<file path="src/rtl/wb_system_regs_pkg.sv">
// Shared register map and ctrl layout for the Wishbone system-register block.
// Used by wb_system_regs and sysregs_event_counter.
package pkg_sysregs;

   localparam logic [7:0] SYSREGS_ADR_ID       = 8'h00;
   localparam logic [7:0] SYSREGS_ADR_FIFO     = 8'h01;
   localparam logic [7:0] SYSREGS_ADR_SCRATCH  = 8'h02;
   localparam logic [7:0] SYSREGS_ADR_UP_LO    = 8'h03;
   localparam logic [7:0] SYSREGS_ADR_UP_HI    = 8'h04;
   localparam logic [7:0] SYSREGS_ADR_CTRL     = 8'h05;
   localparam logic [7:0] SYSREGS_ADR_FLAGS    = 8'h06;
   localparam logic [7:0] SYSREGS_ADR_STATUS   = 8'h07;
   localparam logic [7:0] SYSREGS_ADR_CNT_BASE = 8'h08;

   localparam int CTRL_SRST_BIT   = 0;
   localparam int CTRL_LED_EN_BIT = 1;
   localparam int CTRL_LED_LSB    = 8;

   typedef struct packed {
      logic [15:0] led;
      logic [5:0]  rsvd;
      logic        led_en;
      logic        srst;
   } ctrl_t;

endpackage

</file>
<file path="src/rtl/wb_system_regs_if.sv">
// Wishbone classic slave bundle for the system-register slot.
// The master drives adr/dat_i/we/stb/cyc; the slave returns dat_o/ack.
interface wb_interface;

   logic [31:0] adr;
   logic [31:0] dat_i;
   logic [31:0] dat_o;
   logic        we;
   logic        stb;
   logic        cyc;
   logic        ack;

   modport master (
      output adr, dat_i, we, stb, cyc,
      input  dat_o, ack
   );

   modport slave (
      input  adr, dat_i, we, stb, cyc,
      output dat_o, ack
   );

endinterface

</file>
<file path="src/rtl/wb_system_regs_event_counter.sv">
// Per-event edge detector with sticky W1C flag and saturating counter.
// A set beats a clear; a clear coinciding with an edge leaves the count at 1.
module sysregs_event_counter #(
   parameter int COUNTER_WIDTH = 32
) (
   input  logic                     clk,
   input  logic                     rst_n,
   input  logic                     event_i,
   input  logic                     flag_clr,
   input  logic                     cnt_clr,
   output logic                     flag_o,
   output logic [COUNTER_WIDTH-1:0] cnt_o
);

   logic prev;
   logic rise;

   assign rise = event_i && !prev;

   always_ff @(posedge clk) begin
      if (!rst_n) begin
         prev   <= 1'b0;
         flag_o <= 1'b0;
         cnt_o  <= '0;
      end else begin
         prev <= event_i;
         if (rise)
            flag_o <= 1'b1;
         else if (flag_clr)
            flag_o <= 1'b0;
         if (cnt_clr)
            cnt_o <= COUNTER_WIDTH'(rise);
         else if (rise && cnt_o != '1)
            cnt_o <= cnt_o + 1'b1;
      end
   end

endmodule

</file>
<file path="src/rtl/wb_system_regs.sv">
// Wishbone system registers: ID, scratch, uptime, event flags/counters, soft reset, LEDs.
// Define SYSREGS_UPTIME_EN to build the 64-bit uptime counter and its shadow word.
module wb_system_regs
   import pkg_sysregs::*;
#(
   parameter logic [31:0] DESIGN_ID       = 32'h0000_0001,
   parameter int          WB_FIFO_DEPTH   = 2048,
   parameter int          NUM_EVENTS      = 4,
   parameter int          COUNTER_WIDTH   = 32,
   parameter int          SOFT_RST_CYCLES = 16,
   parameter int          LED_WIDTH       = 6
) (
   input  logic                  clk,
   input  logic                  rst_n,
   wb_interface.slave            wb,
   input  logic [NUM_EVENTS-1:0] event_i,
   input  logic [31:0]           status_i,
   input  logic [LED_WIDTH-1:0]  led_i,
   output logic [LED_WIDTH-1:0]  led_o,
   output logic                  soft_rst_o
);

   localparam int SRST_W = $clog2(SOFT_RST_CYCLES + 1);

   logic [7:0]              a;
   logic                    acc;
   logic                    wr;
   logic                    rd;
   logic [31:0]             rdata;
   logic [31:0]             scratch;
   ctrl_t                   ctrl;
   logic [SRST_W-1:0]       srst_cnt;
   logic [NUM_EVENTS-1:0]   flags;
   logic [NUM_EVENTS-1:0]   flag_clr;
   logic [NUM_EVENTS-1:0]   cnt_clr;
   logic [COUNTER_WIDTH-1:0] cnt [NUM_EVENTS];
   logic                    unused_adr;

   assign a          = wb.adr[7:0];
   assign unused_adr = ^wb.adr[31:8];
   assign acc        = wb.cyc && wb.stb && !wb.ack;
   assign wr         = acc && wb.we;
   assign rd         = acc && !wb.we;

   assign led_o      = ctrl.led_en ? ctrl.led[LED_WIDTH-1:0] : led_i;
   assign soft_rst_o = (srst_cnt != '0);

   for (genvar k = 0; k < NUM_EVENTS; k++) begin : g_ev
      assign flag_clr[k] = wr && a == SYSREGS_ADR_FLAGS && wb.dat_i[k];
      assign cnt_clr[k]  = wr && a == 8'(SYSREGS_ADR_CNT_BASE + k);

      sysregs_event_counter #(
         .COUNTER_WIDTH(COUNTER_WIDTH)
      ) u_ev (
         .clk      (clk),
         .rst_n    (rst_n),
         .event_i  (event_i[k]),
         .flag_clr (flag_clr[k]),
         .cnt_clr  (cnt_clr[k]),
         .flag_o   (flags[k]),
         .cnt_o    (cnt[k])
      );
   end

`ifdef SYSREGS_UPTIME_EN
   logic [63:0] uptime;
   logic [31:0] shadow;

   // High word is captured on the low-word read so the pair stays coherent.
   always_ff @(posedge clk) begin
      if (!rst_n) begin
         uptime <= '0;
         shadow <= '0;
      end else begin
         uptime <= uptime + 64'd1;
         if (rd && a == SYSREGS_ADR_UP_LO)
            shadow <= uptime[63:32];
      end
   end
`endif

   always_comb begin
      rdata = '0;
      unique case (a)
         SYSREGS_ADR_ID:      rdata = DESIGN_ID;
         SYSREGS_ADR_FIFO:    rdata = 32'(WB_FIFO_DEPTH);
         SYSREGS_ADR_SCRATCH: rdata = scratch;
`ifdef SYSREGS_UPTIME_EN
         SYSREGS_ADR_UP_LO:   rdata = uptime[31:0];
         SYSREGS_ADR_UP_HI:   rdata = shadow;
`endif
         SYSREGS_ADR_CTRL:    rdata = 32'(ctrl);
         SYSREGS_ADR_FLAGS:   rdata = 32'(flags);
         SYSREGS_ADR_STATUS:  rdata = status_i;
         default: begin
            for (int k = 0; k < NUM_EVENTS; k++)
               if (a == 8'(SYSREGS_ADR_CNT_BASE + k))
                  rdata = 32'(cnt[k]);
         end
      endcase
   end

   always_ff @(posedge clk) begin
      if (!rst_n) begin
         wb.ack   <= 1'b0;
         wb.dat_o <= '0;
         scratch  <= '0;
         ctrl     <= '0;
         srst_cnt <= '0;
      end else begin
         wb.ack <= acc;
         if (rd)
            wb.dat_o <= rdata;
         if (wr && a == SYSREGS_ADR_SCRATCH)
            scratch <= wb.dat_i;
         if (wr && a == SYSREGS_ADR_CTRL) begin
            ctrl.led_en <= wb.dat_i[CTRL_LED_EN_BIT];
            ctrl.led    <= 16'(wb.dat_i[CTRL_LED_LSB +: LED_WIDTH]);
         end
         // Trigger bit is never stored; it only reloads the pulse counter.
         if (wr && a == SYSREGS_ADR_CTRL && wb.dat_i[CTRL_SRST_BIT])
            srst_cnt <= SRST_W'(SOFT_RST_CYCLES);
         else if (srst_cnt != '0)
            srst_cnt <= srst_cnt - 1'b1;
      end
   end

endmodule

</file>
<file path="src/flat_wrapper.sv">
// flat-port wrapper written by rule: the top's interface ports become plain ports
module wb_system_regs_flat import pkg_sysregs::*;
#(
   parameter logic [31:0] DESIGN_ID       = 32'h0000_0001,
   parameter int          WB_FIFO_DEPTH   = 2048,
   parameter int          NUM_EVENTS      = 4,
   parameter int          COUNTER_WIDTH   = 32,
   parameter int          SOFT_RST_CYCLES = 16,
   parameter int          LED_WIDTH       = 6
)
  (clk, rst_n, event_i, status_i, led_i, led_o, soft_rst_o, wb_adr, wb_dat_i, wb_we, wb_stb, wb_cyc, wb_dat_o, wb_ack);
  wb_interface wb_i ();
  input  logic clk;
  input  logic rst_n;
  input  logic [NUM_EVENTS-1:0] event_i;
  input  logic [31:0] status_i;
  input  logic [LED_WIDTH-1:0] led_i;
  output logic [LED_WIDTH-1:0] led_o;
  output logic soft_rst_o;
  input wire logic [$bits(wb_i.adr)-1:0] wb_adr;
  input wire logic [$bits(wb_i.dat_i)-1:0] wb_dat_i;
  input wire logic [$bits(wb_i.we)-1:0] wb_we;
  input wire logic [$bits(wb_i.stb)-1:0] wb_stb;
  input wire logic [$bits(wb_i.cyc)-1:0] wb_cyc;
  output wire logic [$bits(wb_i.dat_o)-1:0] wb_dat_o;
  output wire logic [$bits(wb_i.ack)-1:0] wb_ack;
  assign wb_i.adr = wb_adr;
  assign wb_i.dat_i = wb_dat_i;
  assign wb_i.we = wb_we;
  assign wb_i.stb = wb_stb;
  assign wb_i.cyc = wb_cyc;
  assign wb_dat_o = wb_i.dat_o;
  assign wb_ack = wb_i.ack;
  wb_system_regs #(.DESIGN_ID(DESIGN_ID), .WB_FIFO_DEPTH(WB_FIFO_DEPTH), .NUM_EVENTS(NUM_EVENTS), .COUNTER_WIDTH(COUNTER_WIDTH), .SOFT_RST_CYCLES(SOFT_RST_CYCLES), .LED_WIDTH(LED_WIDTH)) u_core (.clk(clk), .rst_n(rst_n), .wb(wb_i), .event_i(event_i), .status_i(status_i), .led_i(led_i), .led_o(led_o), .soft_rst_o(soft_rst_o));
endmodule
</file>
<file path="config.mk">
export PLATFORM = sky130hd
export DESIGN_NAME = wb_system_regs_flat
export DESIGN_NICKNAME = d
export VERILOG_FILES = /design/src/rtl/wb_system_regs_pkg.sv /design/src/rtl/wb_system_regs_if.sv /design/src/rtl/wb_system_regs_event_counter.sv /design/src/rtl/wb_system_regs.sv /design/src/flat_wrapper.sv
export SDC_FILE = /design/constraint.sdc
export NUM_CORES = 1
export LEC_CHECK = 0
export CAP_MARGIN = 25
export CORE_MARGIN = 2
export CORE_UTILIZATION = 40
export CTS_CLUSTER_SIZE = 25
export DETAILED_ROUTE_END_ITERATION = 8
export PLACE_DENSITY_LB_ADDON = 0.08
export REMOVE_ABC_BUFFERS = 1
export SKIP_CTS_REPAIR_TIMING = 1
export SYNTH_ARGS = -nofsm -noshare
export SYNTH_HDL_FRONTEND = slang
export SYNTH_HIERARCHICAL = 1
export SYNTH_SLANG_ARGS = --single-unit
</file>
<file path="constraint.sdc">
create_clock -name clk -period 7 [get_ports clk]
set_input_delay 1.05 -clock clk [delete_from_list [all_inputs] [get_ports clk]]
set_output_delay 1.05 -clock clk [all_outputs]
set_load 0.02 [all_outputs]
</file>
== Yosys cells after proc, flatten, opt, wreduce, memory -nomap -nowiden ==
Index checks and enable logic that the tools add are counted.
Word-level totals
  register bits: 213
  bits in latches: 0
  RAM bits: 0
  bits in read-only memories: 0
  input bits: 111
  output and inout port bits: 40
  logic and storage cells: 112
  memories kept: 0
Cells by class
  $add $sub $neg: 5
  multiply operators: 0
  divide/modulo/power cells: 0
  $lt $le $gt $ge: 0
  eq/ne operators: 13
  shifts and indexed selects: 0
  multiplexer cells: 24
  bitwise gates (word level): 1
  reduce and logical (&&, ||, !) cells: 46
Operators by type and width (number)
  $pmux W32 S6: 1
  $add A32 B1 Y32 const B: 4
  $mux W32: 4
  $ne A32 B32 Y1 const B: 4
  $eq A8 B4 Y1 const B: 4
  $eq A8 B3 Y1 const B: 3
  $logic_and A1 B1 Y1: 24
  $reduce_bool A2 Y1: 9
  $mux W1: 16
  $mux W5: 2
  $reduce_or A2 Y1: 5
  $eq A8 B1 Y1 const B: 1
  $eq A8 B2 Y1 const B: 1
  $logic_not A8 Y1: 1
  $logic_not A1 Y1: 6
  $mux W6: 1
  $reduce_bool A5 Y1: 1
  $sub A5 B1 Y5 const B: 1
  $not A1 Y1: 1

== Depth between registers and ports, before layout ==
Gate-level depths: netlist (run 1).
  depth in word-level cells: 7
  depth in mapped cells: 11
  depth with buffers taken out: 9

== Hierarchy ==
The synthesis (run 1) kept the hierarchy.
By module, submodules not included
  sysregs_event_counter: instances 4, cells an instance 213, area each 1864.3 um2, sequential area each 680.7 um2
  wb_system_regs: instances 1, cells an instance 593, area each 4649.5 um2, sequential area each 1541.5 um2

== Worst setup path before layout (run 1) ==
OpenSTA, ideal clock, no wires.
  path type: input to register
  start: input wb_adr[7]
  end: register u_core.g_ev[0].u_ev.cnt_o[10]
  setup time: 128 ps
  arrival time: 3079 ps
  data required time: 6872 ps
  path slack: 3793 ps
  stages on the path: 9
  buffers on the path: 3
  cells stage by stage: or4_1 -> buf_4 -> nor2_2 -> nand3_1 -> nor3_1 -> nand2b_1 -> clkbuf_1 -> clkbuf_1 -> nor2_1
Between the ends
  word-level cells in the longest chain between the ends: 3
RTL lines
  start, declared: RTL line flat_wrapper.sv:20  | input wire logic [$bits(wb_i.adr)-1:0] wb_adr;
  $eq A8 B4 Y1: RTL line wb_system_regs.sv:50  | assign cnt_clr[k] = wr && a == 8'(SYSREGS_ADR_CNT_BASE + k);
  $logic_and A1 B1 Y1: RTL line wb_system_regs.sv:50
  named net u_core.cnt_clr[0]: RTL line wb_system_regs.sv:35  | logic [NUM_EVENTS-1:0] cnt_clr;
  $reduce_or A2 Y1 (no line)
  end signal, assigned: RTL line wb_system_regs_event_counter.sv:32  | cnt_o <= COUNTER_WIDTH'(rise);
  end signal, assigned: RTL line wb_system_regs_event_counter.sv:34  | cnt_o <= cnt_o + 1'b1;
  end, declared: RTL line wb_system_regs_event_counter.sv:12  | output logic [COUNTER_WIDTH-1:0] cnt_o
The timed path passes the listed nets, and every way through them passes these cells.
A chain may end at the register's enable or synchronous reset.

== Worst setup path after layout (run 1) ==
  start: input wb_adr[7]
  end: register u_core.g_ev[3].u_ev.cnt_o[8]
Between the ends
  word-level cells in the longest chain between the ends: 3
RTL lines (RTL line)
  $eq A8 B4 Y1: wb_system_regs.sv:50
  $logic_and A1 B1 Y1: wb_system_regs.sv:50
  named net u_core.cnt_clr[3]: wb_system_regs.sv:35
  $reduce_or A2 Y1 (no line)
  end signal, assigned: wb_system_regs_event_counter.sv:32
  end signal, assigned: wb_system_regs_event_counter.sv:34
  end, declared: wb_system_regs_event_counter.sv:12
The timed path passes the listed nets, and every way through them passes these cells.

==> results of run 1 <==
==> Yosys cell counts, types with 6 or more instances <==
cell | count | area [um2]
o21ai_2 | 6 | 52.6
o211ai_1 | 9 | 67.6
xnor2_1 | 27 | 236
mux2i_1 | 9 | 90.1
nor2_1 | 100 | 375
o21ai_0 | 84 | 420
dfxtp_1 | 213 | 4260
nand2_1 | 130 | 488
inv_1 | 21 | 78.8
o31ai_1 | 29 | 218
xor2_1 | 8 | 70.1
a21boi_1 | 34 | 255
nand4_4 | 8 | 170
a21oi_1 | 108 | 541
nor4_2 | 9 | 113
and4_1 | 12 | 105
nor3_1 | 7 | 35.0
or4_1 | 45 | 338
mux2_2 | 8 | 90.1
buf_2 | 12 | 60.1
nand3_1 | 54 | 270
nand2b_1 | 20 | 125
nor2b_1 | 57 | 357
nor4_1 | 13 | 81.3
nand4_1 | 37 | 231
and3_1 | 12 | 75.1
a21boi_0 | 10 | 75.1
a221oi_1 | 24 | 210
and2_1 | 17 | 106
or3_1 | 32 | 200
clkbuf_1 | 61 | 229
a211o_1 | 35 | 307
o21ai_1 | 28 | 140
a22o_1 | 6 | 52.6
a31oi_1 | 12 | 75.1
or4_4 | 8 | 90.1
o2111ai_1 | 31 | 272
==> registers in the layout, indices dropped and copies added, names as in the netlist <==
name                     flops
u_core/g_ev.u_ev/cnt_o     128
u_core/g_ev.u_ev/flag_o      4
u_core/wb.dat_o             32
u_core/g_ev.u_ev/prev        4
u_core/scratch              32
u_core/srst_cnt              5
u_core/wb.ack                1
u_core/ctrl                  7
==> kinds of logic (layout without fill, tap and decap cells) <==
family	after synthesis	count (layout)
and+or+nand+nor	619	619
AOI/OAI and AO/OA	453	453
DFF	213	213
buffers and inverters	103	214
xor gates and xnor gates	35	35
muxes	17	17
adders and majority gates	5	5
==> report_power, final <==
part	internal [mW]	total (mW)	switching, mW
combinational	0.137	0.298	0.161
clock	0.893	1.46	0.565
sequential	1.24	1.26	0.0207
total	2.27	3.02	0.747
==> how the worst min path moves through the flow <==
stage                                   from            endpoint  slack [ns]  cells after the start
after global routing      u_core/scratch[28]  u_core/scratch[28]        0.47                      2
final                      u_core/scratch[4]   u_core/scratch[4]        0.45                      2
after global placement     u_core/scratch[7]   u_core/scratch[7]        0.44                      2
after detailed placement   u_core/scratch[3]   u_core/scratch[3]        0.44                      2
after CTS                  u_core/scratch[3]   u_core/scratch[3]        0.45                      2
after floorplan            u_core/scratch[1]   u_core/scratch[1]        0.43                      2
==> stage by stage <==
| stage | hold slack [ns] | std cells |
|---|---|---|
| after CTS | 0.453 | 1945 |
| after detailed placement | 0.444 | 1898 |
| after global routing | 0.473 | 1946 |
| final | 0.452 | 1946 |
| after global placement | 0.440 | 1898 |
| after floorplan | 0.434 | 1363 |
==> cells in the final DEF (no fill, tap or decap), types with 6 or more instances in the layout <==
cell type / n
dfxtp_1: 213
nand2_1: 130
clkdlybuf4s50_1: 123
a21oi_1: 108
nor2_1: 100
o21ai_0: 84
nor2b_1: 56
nand3_1: 54
or4_1: 45
nand4_1: 37
a211o_1: 35
a21boi_1: 34
or3_1: 32
o2111ai_1: 31
o31ai_1: 29
o21ai_1: 28
xnor2_1: 27
clkbuf_16: 26
a221oi_1: 24
inv_1: 21
nand2b_1: 20
buf_4: 19
and2_1: 17
nor4_1: 13
a31oi_1: 12
and4_1: 12
and3_1: 12
a21boi_0: 10
mux2i_1: 9
o211ai_1: 9
clkbuf_1: 8
mux2_2: 8
or4_4: 8
nand4_4: 8
nor4_2: 8
xor2_1: 8
nor3_1: 7
a22o_1: 6
o21ai_2: 6
==> worst register-to-register path, delay by kind of cell, from the launching register on <==
family / cells / cell delay, ns
and+or+nand+nor: 6 / 1.94
buffers and inverters: 1 / 0.41
DFF: 1 / 0.33
==> layout make-up <==
| type | count | area share (%) |
|---|---|---|
| inverters | 21 | 0.541 |
| well taps | 390 | 3.35 |
| flip-flops and latches | 213 | 29.3 |
| clock buffers | 36 | 4.86 |
| multi-input cells | 1129 | 51.0 |
| repair buffers | 146 | 9.63 |
| clock inverters | 11 | 1.38 |
==> layer usage <==
metal	global-route usage, %	up-vias	wire [um]
met5	0	-	0
met2	37.9	419	17000
met3	4.88	66	3010
li1	-	5673	-
met1	36.6	5591	19000
met4	9.36	0	1570
==> metrics.txt, run 1 <==
initial core utilization 40.7%; crit path capture u_core/g_ev[3].u_ev/cnt_o[8]; # fillers 2,806; vias in the first global route 11,000; CP Buf/Inv Count 2; sequential cell area 4260 um2; CP most frequent cell or4_1; Crit. path cell count 9; sequential area share after synthesis 35.2%; Pre-Repair DR Iteration Count 5; CP Cell Sequence clkdlybuf4s50_1 -> or4_1 -> nor2_2 -> nand3_1 -> nor2_1 -> nand2b_1 -> buf_4 -> or4_1 -> nand2_1; min Tclk post-route 3.94 ns; Clock Skews 0.0216 ns; gpl congestion 0.922; Hold WC Path Type flip-flop to flip-flop; Rel. slew slack 33.1%; Synth Area in Compound Gates 25.2%; num ports 151; VDD IR max 0.196 mV; CP max FO 24; CTS tree done; cell count after synthesis 1,445; CTS max path bufs 3; final setup fails 0; Critical Path Start Type input pin; Slew @ Worst Pin 1.00 ns; antenna cell count 0; status finished, final reports clean; Avg Inst Size Synth 8.38 um2; post-route ant nets 0; Wirelength per Cell 20.8 um; H-tree depth 1; Pwr Total 3.02 mW; Post-Synth Adder-Cell Area 0.517%; RSZ-0062 raised after global routing no; fin crit share 56.3%; pre-CTS setup slack 2.47 ns; CTS Buf Count 26; final core utilization 49.1%; via count 11,700; Worst Path Required 7.42 ns; Final Hold Vio Count 0; main combinational cell family by area after synthesis simple AND/OR/NAND/NOR gates; Max Cap Viol 0; critical path capture point type flip-flop; Post-Route WL 40,600 um; Detail Placement HPWL 29,500 um; Congestion Overflow GR 0; Multi-input gate area 7430 um2; post-place instance area 13,700 um2; P_leak 4.90 nW; CP max stage cell nand2b_1; Via density 6.04; Clk Latency, worst-skew pair 0.55 ns; die area 31,700 um2; port buffer count 126; mux cell area share after synthesis 1.49%; worst r2r src u_core/wb.ack; XOR/XNOR Fraction of Synth Area 2.53%; FFs w/ async S/R, synth 0%; kind of critical path input pin to flip-flop; DR iter-0 viols 959; post-route setup slack 3.06 ns; initial antenna violation count 0; pin count of the biggest net entering global routing 72; max incr delay on CP 0.82 ns; mapped cell area 12,100 um2; crit-path leading delay family simple AND/OR/NAND/NOR gates; EDFF count, synth 0; CTS sink count 213; layout cells sized above 1 9.90%; P&R area growth vs syn 20.4%; pwr/cell area 207 nW/um2; first-pass GRT wire length 63,500 um; setup_tns 0 ns; Simple-Gate Fraction of Synth Area 31.5%; FF+latch count, synth 213; core area 29,700 um2; post-route design area 14,600 um2; Ys Warns 6; crit path from wb_adr[7]; Netlist cell types 68; total track usage 25.5%; Die W 178 um; max-slew violations 0; Clock Pin Slew Worst Setup and Hold Paths 0.06 ns; Root Driver clkbuf_16; r2r endpoint u_core/g_ev[3].u_ev/cnt_o[8]; # rows 63; Data arrival, critical path 4.37 ns; f_max 0.254 GHz; r2r setup slk 4.24 ns; # DRC 0; worst r2r path cells 7; Synth Flop Type dfxtp_1; Nets 1,653; die height 178 um
Power figures use the tool's default switching activity.
==> inputs of run 2 (changes only) <==
==> constraint.sdc (replaced) <==
create_clock -name clk -period 3.2 [get_ports clk]
set_input_delay 0.48 -clock clk [delete_from_list [all_inputs] [get_ports clk]]
set_output_delay 0.48 -clock clk [all_outputs]
set_load 0.02 [all_outputs]
==> run 2 against run 1 <==
Effect of this change: sequential share of layout area is 0.42 points lower; die area unchanged; flip-flop and latch count stayed put; core utilization up 0.72 points; global-route usage is 0.11 points higher.
==> metrics.txt, run 2 (synthesis results as in run 1) <==
Clock Pin Slew Worst Setup and Hold Paths 0.06 ns; final setup fails 0; Data arrival, critical path 3.06 ns; Reg with most FFs u_core/g_ev.u_ev/cnt_o; Critical Path Start Type input pin; CP max FO 18; max incr delay on CP 0.61 ns; CP most frequent cell or4_1; Die W 178 um; Post-Route WL 41,200 um; Layout Cells excl Fill 1,969; post-route setup slack 0.583 ns; antenna cell count 0; vias in the first global route 10,800; Hold WC Path Type input pin to flip-flop; biggest regs u_core/g_ev.u_ev/cnt_o x128, u_core/scratch x32, u_core/wb.dat_o x32; Wirelength per Cell 20.9 um; die area 31,700 um2; H-tree depth 1; CTS Buf Count 27; post-route ant nets 0; Detail Placement HPWL 30,300 um; Root Driver clkbuf_16; Clock Skews 0.0105 ns; Nets 1,676; die height 178 um; P_leak 5.03 nW; status finished, final reports clean; P&R area growth vs syn 22.2%; Multi-input gate area 7430 um2; kind of critical path input pin to flip-flop; f_max 0.382 GHz; core area 29,700 um2; pwr/cell area 443 nW/um2; crit-path leading delay family simple AND/OR/NAND/NOR gates; num ports 151; most common cell after layout, fill and taps aside dfxtp_1; Slew @ Worst Pin 0.817 ns; max-slew violations 0; Max Cap Viol 0; initial core utilization 40.7%; Via density 6.03; layout cells sized above 1 11.4%; pin count of the biggest net entering global routing 63; # DRC 0; CTS tree done; VDD IR max 0.376 mV; first-pass GRT wire length 63,600 um; Final Hold Vio Count 0; # fillers 2,900; max reg flops 128; Pre-Repair DR Iteration Count 6; port buffer count 126; total track usage 25.7%; commonest cells after routing, fill and taps aside dfxtp_1, nand2_1, clkdlybuf4s50_1; worst hold slack 0.350 ns; critical path capture point type flip-flop; fin crit share 81.8%; Congestion Overflow GR 0; Inst Count DP 1,921; sequential cell area 4260 um2; CTS max path bufs 3; DR iter-0 viols 1,074; # rows 63; gpl congestion 0.927; CP max stage cell or4_1; Rel. slew slack 45.1%; RSZ-0062 raised after global routing no; pre-CTS setup slack 0.0248 ns; Worst Path Required 3.64 ns; via count 11,900; initial antenna violation count 2; CTS sink count 213; Clk Latency, worst-skew pair 0.56 ns; CP Cell Sequence clkdlybuf4s50_1 -> or4_1 -> nor2_2 -> nand3_1 -> nor3_1 -> nand2b_1 -> buf_4 -> or4_1 -> o21ai_0; min Tclk post-route 2.62 ns; CP Buf/Inv Count 2
==> run 2: cell count changes in the layout (fill, tap and decap cells not counted), moves of 3 or more <==
cell and change:
buf_12 +4, buf_4 +19, bufinv_16 -3, clkbuf_1 -3, clkbuf_8 +6
==> run 2: cell type report <==
type,count,share of cell area [%]
sequential,213,28.8
clock buffer,40,5.44
multi-input combinational,1129,50.2
inverter,21,0.533
clock inverter,8,0.753
tap,390,3.30
timing repair buffer,168,10.9
==> run 2: routing by layer <==
layer  GRT usage (%)  vias to the layer above  wire (um)
met5               0                        -         27
met4            7.72                        4       1260
met3            4.52                       67       2430
met2            38.2                      357      17700
met1            37.6                     5710      19800
li1                -                     5732          -
==> run 2: worst paths after layout <==
check,startpoint,end,slack (ns),cells after the start
worst min-delay path,wb_adr[1],u_core/wb.dat_o[2],0.35,3
worst min register to register,u_core/scratch[15],u_core/scratch[15],0.45,2
worst max-delay path,wb_adr[7],u_core/g_ev[0].u_ev/cnt_o[4],0.58,9
worst max register to register,u_core/g_ev[1].u_ev/cnt_o[0],u_core/g_ev[1].u_ev/cnt_o[31],0.91,6
==> run 2: worst reg2reg max path, cell delays in order (launching register included) <==
cell      delay (ns)
dfxtp_1         0.48
ha_1            0.24
nand4_1         0.14
or4_1           0.52
o311ai_2        0.52
or3_1           0.20
a21oi_1         0.07
==> run 2: per-stage QoR <==
stage	power (mW)	setup TNS (ns)	util (%)	cell area, um2
after floorplan	3.12	-4.20	-	11800
after global placement	3.47	0	46.7	13900
after detailed placement	3.48	0	46.7	13900
after CTS	6.61	0	49.8	14800
after global routing	6.78	0	49.8	14800
final	6.56	0	49.8	14800
==> run 2: power breakdown <==
part           switching, mW  leakage [nW]  internal, mW  total, mW
Combinational          0.353          2.86         0.313      0.666
Clock                   1.23         0.451          1.90       3.13
Sequential            0.0466          1.72          2.71       2.76
==> inputs of run 3 (changes only) <==
==> constraint.sdc (replaced) <==
create_clock -name clk -period 2.6 [get_ports clk]
set_input_delay 0.39 -clock clk [delete_from_list [all_inputs] [get_ports clk]]
set_output_delay 0.39 -clock clk [all_outputs]
set_load 0.02 [all_outputs]
==> run 3 against run 2 <==
Effect of this change: global-route usage grew 0.50 points; flip-flop and latch count is the same; first-iteration DRC count shrank 0.37%; routed wire length grew 1.7%; clock skew grew 0.00083 ns; largest cell class unchanged; critical path depth shrank 7; final area grew 3.4%; critical path type is now flip-flop to output port; die area is the same; critical endpoint is now led_o[0]; sequential power grew 23%.
==> metrics.txt, run 3 (synthesis results as in run 1) <==
CTS tree done; antenna cell count 0; r2r endpoint u_core/g_ev[2].u_ev/cnt_o[27]; Congestion Overflow GR 0; Worst Hold Path EP u_core/wb.dat_o[2]; Hold WC Path Type input pin to flip-flop; # fillers 2,821; Post-Route WL 41,900 um; initial core utilization 40.7%; RSZ-0062 raised after global routing no; Detail Placement HPWL 31,400 um; clock share of power 47.1%; post-route ant nets 0; Slew @ Worst Pin 0.621 ns; Nets 1,738; Clock Pin Slew Worst Setup and Hold Paths 0.06 ns; Clock Skews 0.0114 ns; Final Hold Vio Count 0; max-slew violations 0; CTS Buf Count 26; DR iter-0 viols 1,070; Inst Count DP 1,984; # DRC 0; core area 29,700 um2; Critical Path Start Type flip-flop; CP max stage cell dfxtp_1; Reg with most FFs u_core/g_ev.u_ev/cnt_o; CP Buf/Inv Count 1; pin count of the biggest net entering global routing 65; min Tclk post-route 2.46 ns; pwr/cell area 525 nW/um2; max reg flops 128; critical path capture point type output port; r2r setup slk 0.32 ns; CTS sink count 213; vias in the first global route 11,300; Pre-Repair DR Iteration Count 5; P&R area growth vs syn 26.3%; Sw Pwr 1.94 mW; pre-CTS setup slack -0.215 ns; worst r2r path cells 6; die area 31,700 um2; post-route setup slack 0.144 ns; initial antenna violation count 1; kind of critical path flip-flop to output port; hold depth 3; H-tree depth 1; status finished, final reports clean; # rows 63; Clk Latency, worst-skew pair 0.53 ns; sw frac 24.2%; Internal 6.09 mW; commonest cells after routing, fill and taps aside dfxtp_1, nand2_1, clkdlybuf4s50_1; layout cells sized above 1 14.5%; Rel. slew slack 58.5%; worst r2r src u_core/g_ev[2].u_ev/cnt_o[0]; first-pass GRT wire length 65,200 um; final core utilization 51.5%; num ports 151; Max Cap Viol 0; crit-path leading delay family flip-flops; f_max 0.407 GHz; P_leak 5.34 nW; final setup fails 0; Layout Cells excl Fill 2,031; most common cell after layout, fill and taps aside dfxtp_1; via count 12,200; die height 178 um; VDD IR max 0.597 mV; max incr delay on CP 0.59 ns; Via density 5.98; CTS max path bufs 3; hold path start wb_adr[1]; Root Driver clkbuf_16; sequential share of power 42.2%; Worst Path Required 2.21 ns; CP max FO 8; fin crit share 94.4%; setup_tns 0 ns; crit path from u_core/ctrl[1]; total track usage 26.2%; Die W 178 um; port buffer count 126; combinational share of power 10.8%; CP Cell Sequence mux2_2 -> clkdlybuf4s50_1; Wirelength per Cell 20.6 um; gpl congestion 0.896; biggest regs u_core/g_ev.u_ev/cnt_o x128, u_core/scratch x32, u_core/wb.dat_o x32; Data arrival, critical path 2.07 ns
run 3: cell count changes in the layout (fill, tap and decap cells not counted), sizes merged:
| cell | previous run | this run |
|---|---|---|
| bufinv | 2 | 3 |
| buf | 45 | 108 |
| inv | 23 | 21 |
| clkbuf | 40 | 41 |
| clkinvlp | 1 | 0 |
run 3: layout make-up:
class | instances | area [um2] | area share, %
clock buffers | 41 | 778 | 5.09
clock inverters | 6 | 105 | 0.687
inverters | 21 | 78.8 | 0.515
multi-input cells | 1129 | 7430 | 48.6
flip-flops and latches | 213 | 4260 | 27.9
well taps | 390 | 488 | 3.19
repair buffers | 231 | 2150 | 14.0
run 3: worst max path at each step:
| stage | endpoint | slack, ns | cells past startpoint |
|---|---|---|---|
| finish | led_o[0] | 0.14 | 2 |
| global route | soft_rst_o | 0.03 | 5 |
| CTS | led_o[0] | 0.1 | 2 |
| detailed placement | u_core/g_ev[0].u_ev/cnt_o[26] | -0.22 | 10 |
| global placement | u_core/g_ev[0].u_ev/cnt_o[4] | -0.18 | 10 |
| floorplan | u_core/g_ev[0].u_ev/cnt_o[26] | -0.77 | 7 |
run 3: power by group through the flow:
stage	clock network [mW]	registers [mW]	logic (mW)
final	3.78	3.39	0.866
after global placement	0	3.46	0.860
after detailed placement	0	3.46	0.866
after CTS	3.85	3.39	0.870
after floorplan	0	3.48	0.358
after global routing	3.99	3.40	0.940
run 3: per-stage QoR:
step / power, mW / hold WS [ns] / area (um2)
detailed placement: 4.33 / 0.444 / 14400
global route: 8.33 / 0.335 / 15300
finish: 8.04 / 0.314 / 15300
global placement: 4.32 / 0.441 / 14400
CTS: 8.11 / 0.300 / 15300
floorplan: 3.83 / 0.434 / 11800
run 3: worst min-delay path: cells and delay by family:
family	cells	cell delay (ns)
buffers and inverters	1	0.21
AOI/OAI and AO/OA	1	0.08
and+or+nand+nor	1	0.11
run 3: routing by layer:
| metal | up-vias | wire length (um) | track usage [%] |
|---|---|---|---|
| met5 | - | 13 | 0 |
| met4 | 2 | 1810 | 11.3 |
| met3 | 72 | 2710 | 4.33 |
| met2 | 430 | 17900 | 38.8 |
| met1 | 5806 | 19500 | 37.2 |
| li1 | 5842 | - | - |
